--- config.mk ---
export PLATFORM = sky130hd
export DESIGN_NAME = reg_writeback_file
export DESIGN_NICKNAME = d
export VERILOG_FILES = /design/src/rtl/kgp_pkg.sv /design/src/rtl/reg_writeback_file_addr_decoder5to32.sv /design/src/rtl/reg_writeback_file.sv
export SDC_FILE = /design/constraint.sdc
export NUM_CORES = 2
export LEC_CHECK = 0
export CORE_ASPECT_RATIO = 1.1
export CORE_UTILIZATION = 57
export CTS_CLUSTER_DIAMETER = 60
export CTS_CLUSTER_SIZE = 25
export DETAILED_ROUTE_END_ITERATION = 16
export PLACE_DENSITY = 0.77
export REMOVE_ABC_BUFFERS = 1
export SLEW_MARGIN = 30
export SYNTH_ARGS = -nofsm -noshare
export SYNTH_HDL_FRONTEND = slang
export SYNTH_SLANG_ARGS = --single-unit
--- constraint.sdc ---
create_clock -name clk -period 37.8 [get_ports clk]
set_clock_uncertainty 0.1 [all_clocks]
set_input_delay 7.56 -clock clk [delete_from_list [all_inputs] [get_ports clk]]
set_output_delay 7.56 -clock clk [all_outputs]
set_load 0.005 [all_outputs]
--- src/rtl/kgp_pkg.sv ---
// Shared constants for the register file slice: widths, register count and
// architecturally special register numbers.
package kgp_pkg;
    localparam int DATA_W   = 32;
    localparam int ADDR_W   = 5;
    localparam int NUM_REGS = 32;
    localparam int REG_ZERO = 0;
    localparam int REG_RA   = 31;
endpackage

--- src/rtl/reg_writeback_file_addr_decoder5to32.sv ---
// Enable-gated 5-to-32 one-hot decoder; all outputs are low when en is low.
import kgp_pkg::*;

module addr_decoder5to32 (
    input  logic        en,
    input  logic [4:0]  addr,
    output logic [31:0] onehot
);
    always_comb begin
        onehot = '0;
        if (en) begin
            onehot[addr] = 1'b1;
        end
    end
endmodule

--- src/rtl/reg_writeback_file.sv ---
// 32-entry register file with a same-cycle writeback bypass and a busy
// scoreboard that stalls issue while a source still has a pending write.
import kgp_pkg::*;

module reg_writeback_file #(
    parameter int DATA_W = kgp_pkg::DATA_W,
    parameter int ADDR_W = kgp_pkg::ADDR_W
) (
    input  logic              clk,
    input  logic              rst,
    input  logic [ADDR_W-1:0] rs_addr,
    input  logic [ADDR_W-1:0] rt_addr,
    output logic [DATA_W-1:0] rs_data,
    output logic [DATA_W-1:0] rt_data,
    input  logic              iss_en,
    input  logic [ADDR_W-1:0] iss_addr,
    input  logic              wr_en,
    input  logic [ADDR_W-1:0] wr_addr,
    input  logic [DATA_W-1:0] wr_data,
    output logic              stall
);
    logic [DATA_W-1:0]   regs [NUM_REGS];
    logic [NUM_REGS-1:0] busy;
    logic [NUM_REGS-1:0] wr_onehot;
    logic [NUM_REGS-1:0] iss_onehot;
    logic                rs_bypass;
    logic                rt_bypass;
    logic                iss_accept;

    assign rs_bypass  = wr_en && (wr_addr == rs_addr) && (rs_addr != ADDR_W'(REG_ZERO));
    assign rt_bypass  = wr_en && (wr_addr == rt_addr) && (rt_addr != ADDR_W'(REG_ZERO));
    assign stall      = ((rs_addr != ADDR_W'(REG_ZERO)) && busy[rs_addr] && !rs_bypass) ||
                        ((rt_addr != ADDR_W'(REG_ZERO)) && busy[rt_addr] && !rt_bypass);
    assign iss_accept = iss_en && !stall;

    addr_decoder5to32 u_wr_dec (
        .en     (wr_en),
        .addr   (wr_addr),
        .onehot (wr_onehot)
    );

    addr_decoder5to32 u_iss_dec (
        .en     (iss_accept),
        .addr   (iss_addr),
        .onehot (iss_onehot)
    );

    always_comb begin
        rs_data = regs[rs_addr];
        rt_data = regs[rt_addr];
        if (rs_addr == ADDR_W'(REG_ZERO)) begin
            rs_data = '0;
        end else if (rs_bypass) begin
            rs_data = wr_data;
        end
        if (rt_addr == ADDR_W'(REG_ZERO)) begin
            rt_data = '0;
        end else if (rt_bypass) begin
            rt_data = wr_data;
        end
    end

    // Register 0 is never written, so it stays at its reset value of zero.
    always_ff @(posedge clk or posedge rst) begin
        if (rst) begin
            for (int i = 0; i < NUM_REGS; i++) begin
                regs[i] <= '0;
            end
        end else begin
            for (int i = 1; i < NUM_REGS; i++) begin
                if (wr_onehot[i]) begin
                    regs[i] <= wr_data;
                end
            end
        end
    end

    // Issue is applied after the writeback clear so a newer producer keeps the bit set.
    always_ff @(posedge clk or posedge rst) begin
        if (rst) begin
            busy <= '0;
        end else begin
            busy <= ((busy & ~wr_onehot) | iss_onehot) & ~(NUM_REGS'(1) << REG_ZERO);
        end
    end
endmodule

## After elaboration in Yosys (flattened, before gate mapping)

Index checks and enable logic that the tools add are counted.

- Register bits after elaboration: 1023
- Output and inout port bits: 65
- Word-level logic and storage cells: 86

- Magnitude comparators: 8
- Eq/ne operators: 2
- Mux-type cells: 20
- Bitwise operators: 5
- Reductions and logical operators: 19

Operators with widths:

| kind | count |
|---|---|
| binary-select mux 32 bit (select 5 bit) | 2 |
| 2-to-1 mux 32 bit | 10 |
| bitwise AND 32 bit | 1 |
| NOT 32 bit | 1 |
| bitwise OR 32 bit | 1 |
| less-than comparator 5 x 6 -> 1 bit (second input constant) | 4 |
| greater-or-equal comparator 6 bit (second input constant) | 2 |
| NOT 5 -> 6 bit | 2 |
| logical AND 1 bit | 11 |
| binary-select mux 1 bit (select 5 bit) | 2 |
| demux 1 bit (select 5 bit) | 2 |
| == test 5 bit | 2 |
| greater-or-equal comparator 5 x 1 -> 1 bit (second input constant) | 2 |
| zero test 5 bit | 2 |
| nonzero test 5 bit | 2 |
| 2-to-1 mux 1 bit | 4 |
| zero test 1 bit | 3 |
| logical OR 1 bit | 1 |

## Logic depth before layout (Yosys ltp)

- Depth in word-level cells: 10
- Mapped depth: 11
- Gate-level depth less buffers: 7

## Hierarchy

Synthesis repeated with hierarchy kept, for this count alone.

- Cell total of the unflattened synthesis: 3930
- Area total of the unflattened synthesis: 55761.0 um^2

Modules (own cells, without submodules):

| module | times used | cells each | area each (um^2) | sequential area each (um^2) |
|---|---|---|---|---|
| reg_writeback_file | 1 | 3836 | 55300.5 | 25599.6 |
| addr_decoder5to32 | 2 | 47 | 230.2 | 0.0 |

## Worst setup path before layout

No wires, ideal clock.

- Path type: input to output
- Start: input rs_addr[2]
- End: output rs_data[10]
- Arrival: 9.223 ns
- Required time: 30.140 ns
- Path slack: 20.917 ns
- Cell stages on the path: 7
- Buffers on the path: 3
- Cell sequence: buf_4 buf_4 clkbuf_1 mux4_2 mux4_2 nor2b_1 o31ai_1

- Word-level cells in the longest chain between the ends: 6

RTL lines:

| element | line | source |
|---|---|---|
| start: declaration | reg_writeback_file.sv:11 | `input logic [ADDR_W-1:0] rs_addr,` |
| NOT 5 -> 6 bit (not written as such) | reg_writeback_file.sv:49 | `rs_data = regs[rs_addr];` |
| binary-select mux 32 bit (select 5 bit) | reg_writeback_file.sv:49 |  |
| 2-to-1 mux 32 bit (not written as such) (2 in series) | reg_writeback_file.sv:49 |  |
| 2-to-1 mux 32 bit | reg_writeback_file.sv:53 | `end else if (rs_bypass) begin` |
| 2-to-1 mux 32 bit (*) | reg_writeback_file.sv:51 | `if (rs_addr == ADDR_W'(REG_ZERO)) begin` |
| end: declaration | reg_writeback_file.sv:13 | `output logic [DATA_W-1:0] rs_data,` |

Mark *: on every way between the ends. The rest lies on a longest branch, timed or not. The select of a mux whose other input is x is not followed.

## Worst setup path after layout

- Start: input rs_addr[0]
- End: output rs_data[0]

Same word-level chain as after synthesis.

==> results.toml <==
[outcome]
status = "finished, final reports clean"

[cts]
hold_buffers = 0
cts_tree = "built"
cts_sinks = 1023
clk_pin_slew_ps = 80
ctsLongestPathBuffers = 3
cts_buffers = 69
ctsResizeCount = 0
root_buffer = "clkbuf_16"
cts_setup_buffers = 0
clock_latency_ps = 660
htreeDepth = 3

[timing]
relSlewSlack_pct = 27.73
finalHoldViolCount = 0
rsz0062_at_grt = "false"
fmax_mhz = 50.38
drv_slew = 0
finalCriticalPeriod_ps = 19850
finalSetupViolCount = 0
fin_tns_setup_ps = 0
fin_crit_sh_pct = 52.52
tightest_slew_ps = 1084

[synth]
synth_top_area_cell = "dfrtp_1"
syn_inst = 3757
ys_ff_latch = 1023
synth.avg_cell_area_sq_um = 14.89
netlist_area_sq_mm = 0.05594
synth_warnings = 32
ys.flop_type = "dfrtp_1"
synth_top_area_share_pct = 45.77
synth_enable_flop_cells = 0
yosysMostFrequentCell = "mux2_2"
synth_area_leaders = "dfrtp_1 46%, mux2_2 22%, mux4_2 19%"
synth-seq-area-share_pct = 45.77
synthTopCellsByCount = "1,083 x mux2_2, 1,023 x dfrtp_1, 477 x mux4_2"
synthDistinctLibCells = 53
async_reset_ff_share_pct = 100.0

[grt]
antenna_found_initial = 5
grt_max_degree = 179
track_usage_pct = 33.12
grt_pass1_wl_um = 242200
grt_overflow = 0
grt_pass1_vias = 36750

[finish]
drive_above_1_share_pct = 50.35
final_cells = 4974
area_growth_pct = 7.793
nNetsFinal = 3696

[detailed_routing]
post_drt_via_cell_ratio = 7.163
post_drt_wl_per_cell_um = 32.56
drt_iter0_drc = 3886
drtAntennaViolNets = 0
wl_met1_um = 63310
first_pass_iters = 5
routed_wl_um = 161900
routed-wl-met2_um = 77200
vias = 35630
dr.max_layer_used = "met5"
met3_wirelength_um = 14150
drc = 0

[min_path]
hold_start = "busy[4]"
hold_depth = 1
min_to = "busy[4]"
holdCritPathClass = "flip-flop to flip-flop"

[power]
p_leak_uw = 0.02559
powerDensity_mw_per_mm2 = 50.23
p_total_uw = 3029
peakVddDrop_mv = 0.03609

[setup_path]
cp-end-kind = "output port"
cpPeakStageDelay_ps = 820
slowest_stage = "buf_4"
critical_path.max_fanout = 48
r2r-start = "busy[7]"
crit_path_start_kind = "primary input"
r2r_end = "busy[6]"
critPathKind = "primary input to output port"
path_common_cell = "buf_4"
crit_required_ps = 30140
reg2reg_slack_ps = 35390
cp_cell_sequence = "buf_8, buf_4, buf_4, buf_4, mux4_4, mux4_2, nor2b_1, o31ai_1, clkdlybuf4s50_1"
r2r_cells = 7
worstPathArrival_ps = 12190

[place]
dpl.cell_count = 4847
hpwl_um = 89560
io_buffers = 120
globalplace.congestion = 0.8254

[die]
start_util_pct = 57.49
die_x_um = 300.7
io_pins = 121
coreArea_sq_mm = 0.09729
rows = 120
dieArea_sq_mm = 0.09939
die_h_um = 330.6

[run]
cap_violations = 0
worst max-delay path, delay by kind of cell:
kind | cells | cell delay, ps
and+or+nand+nor | 1 | 120
buffers and inverters | 5 | 3050
AOI/OAI and AO/OA | 1 | 170
muxes | 2 | 1170
placed cells by master (no fill, tap or decap), types with 15 or more instances in the layout:
| cell type | instances |
|---|---|
| nor2_4 | 17 |
| inv_8 | 15 |
| o31ai_1 | 22 |
| mux2_2 | 1083 |
| o32ai_1 | 17 |
| a21oi_1 | 47 |
| dfrtp_1 | 1023 |
| a221oi_1 | 43 |
| nor2b_1 | 41 |
| mux2i_1 | 122 |
| o22ai_1 | 55 |
| mux4_2 | 477 |
| nor3_1 | 36 |
| clkdlybuf4s50_1 | 101 |
| inv_1 | 39 |
| a32o_1 | 41 |
| clkbuf_16 | 73 |
| nor2_1 | 52 |
| a22oi_1 | 30 |
| buf_4 | 88 |
| nand2_1 | 60 |
logic make-up after synthesis:
kind of cell / after synthesis / share of synthesized area [%]
compound gates: 297 / 3.968
buf+inv: 451 / 4.017
mux: 1690 / 43.56
simple gates: 286 / 2.528
flops: 1023 / 45.77
xor+xnor: 10 / 0.1566
per-stage QoR:
step	setup slack (ps)	hold WS [ps]	instance area (sq um)	utilization, %
after global placement	17920	392.4	57720	59.32
after CTS	17870	422.8	60220	61.90
final	17950	422.0	60300	61.97
after detailed placement	17870	401.1	57720	59.33
after floorplan	1352	376.4	53840	-
after global routing	17680	441.7	60300	61.97
registers in the layout, summed over array words and instances (netlist names):
| register | flops |
|---|---|
| regs | 992 |
| busy | 31 |
report_power, final:
part / switching, uW / total (uW) / internal, uW
clock network: 443 / 858 / 415
registers: 161 / 1470 / 1310
logic: 265 / 700 / 435
total: 869 / 3030 / 2160
layout make-up:
cell class / count / area (sq um)
repair buffers: 223 / 2079
clock inverters: 43 / 586.8
well taps: 1281 / 1603
clock buffers: 80 / 1913
fillers: 7168 / 37000
inverters: 40 / 157.7
diodes: 1 / 2.502
flip-flops and latches: 1023 / 25600
multi-input cells: 2283 / 28350
metal layers:
layer | GRT usage [%] | vias to the layer above
met2 | 52.18 | 1749
met4 | 14.74 | 8
met5 | 0 | -
met1 | 45.18 | 19210
li1 | - | 14280
met3 | 6.270 | 389
worst max path at each step:
stage	start	end	slack (ps)	cells past startpoint
final	rs_addr[0]	rs_data[0]	17950	9
after global routing	rs_addr[0]	rs_data[0]	17680	9
after CTS	rs_addr[0]	rs_data[0]	17870	9
after detailed placement	rs_addr[0]	rs_data[0]	17870	9
after global placement	rs_addr[0]	rs_data[0]	17920	9
after floorplan	rst	busy[10]	1350	1
No activity file was read; power rests on OpenSTA's default activity.
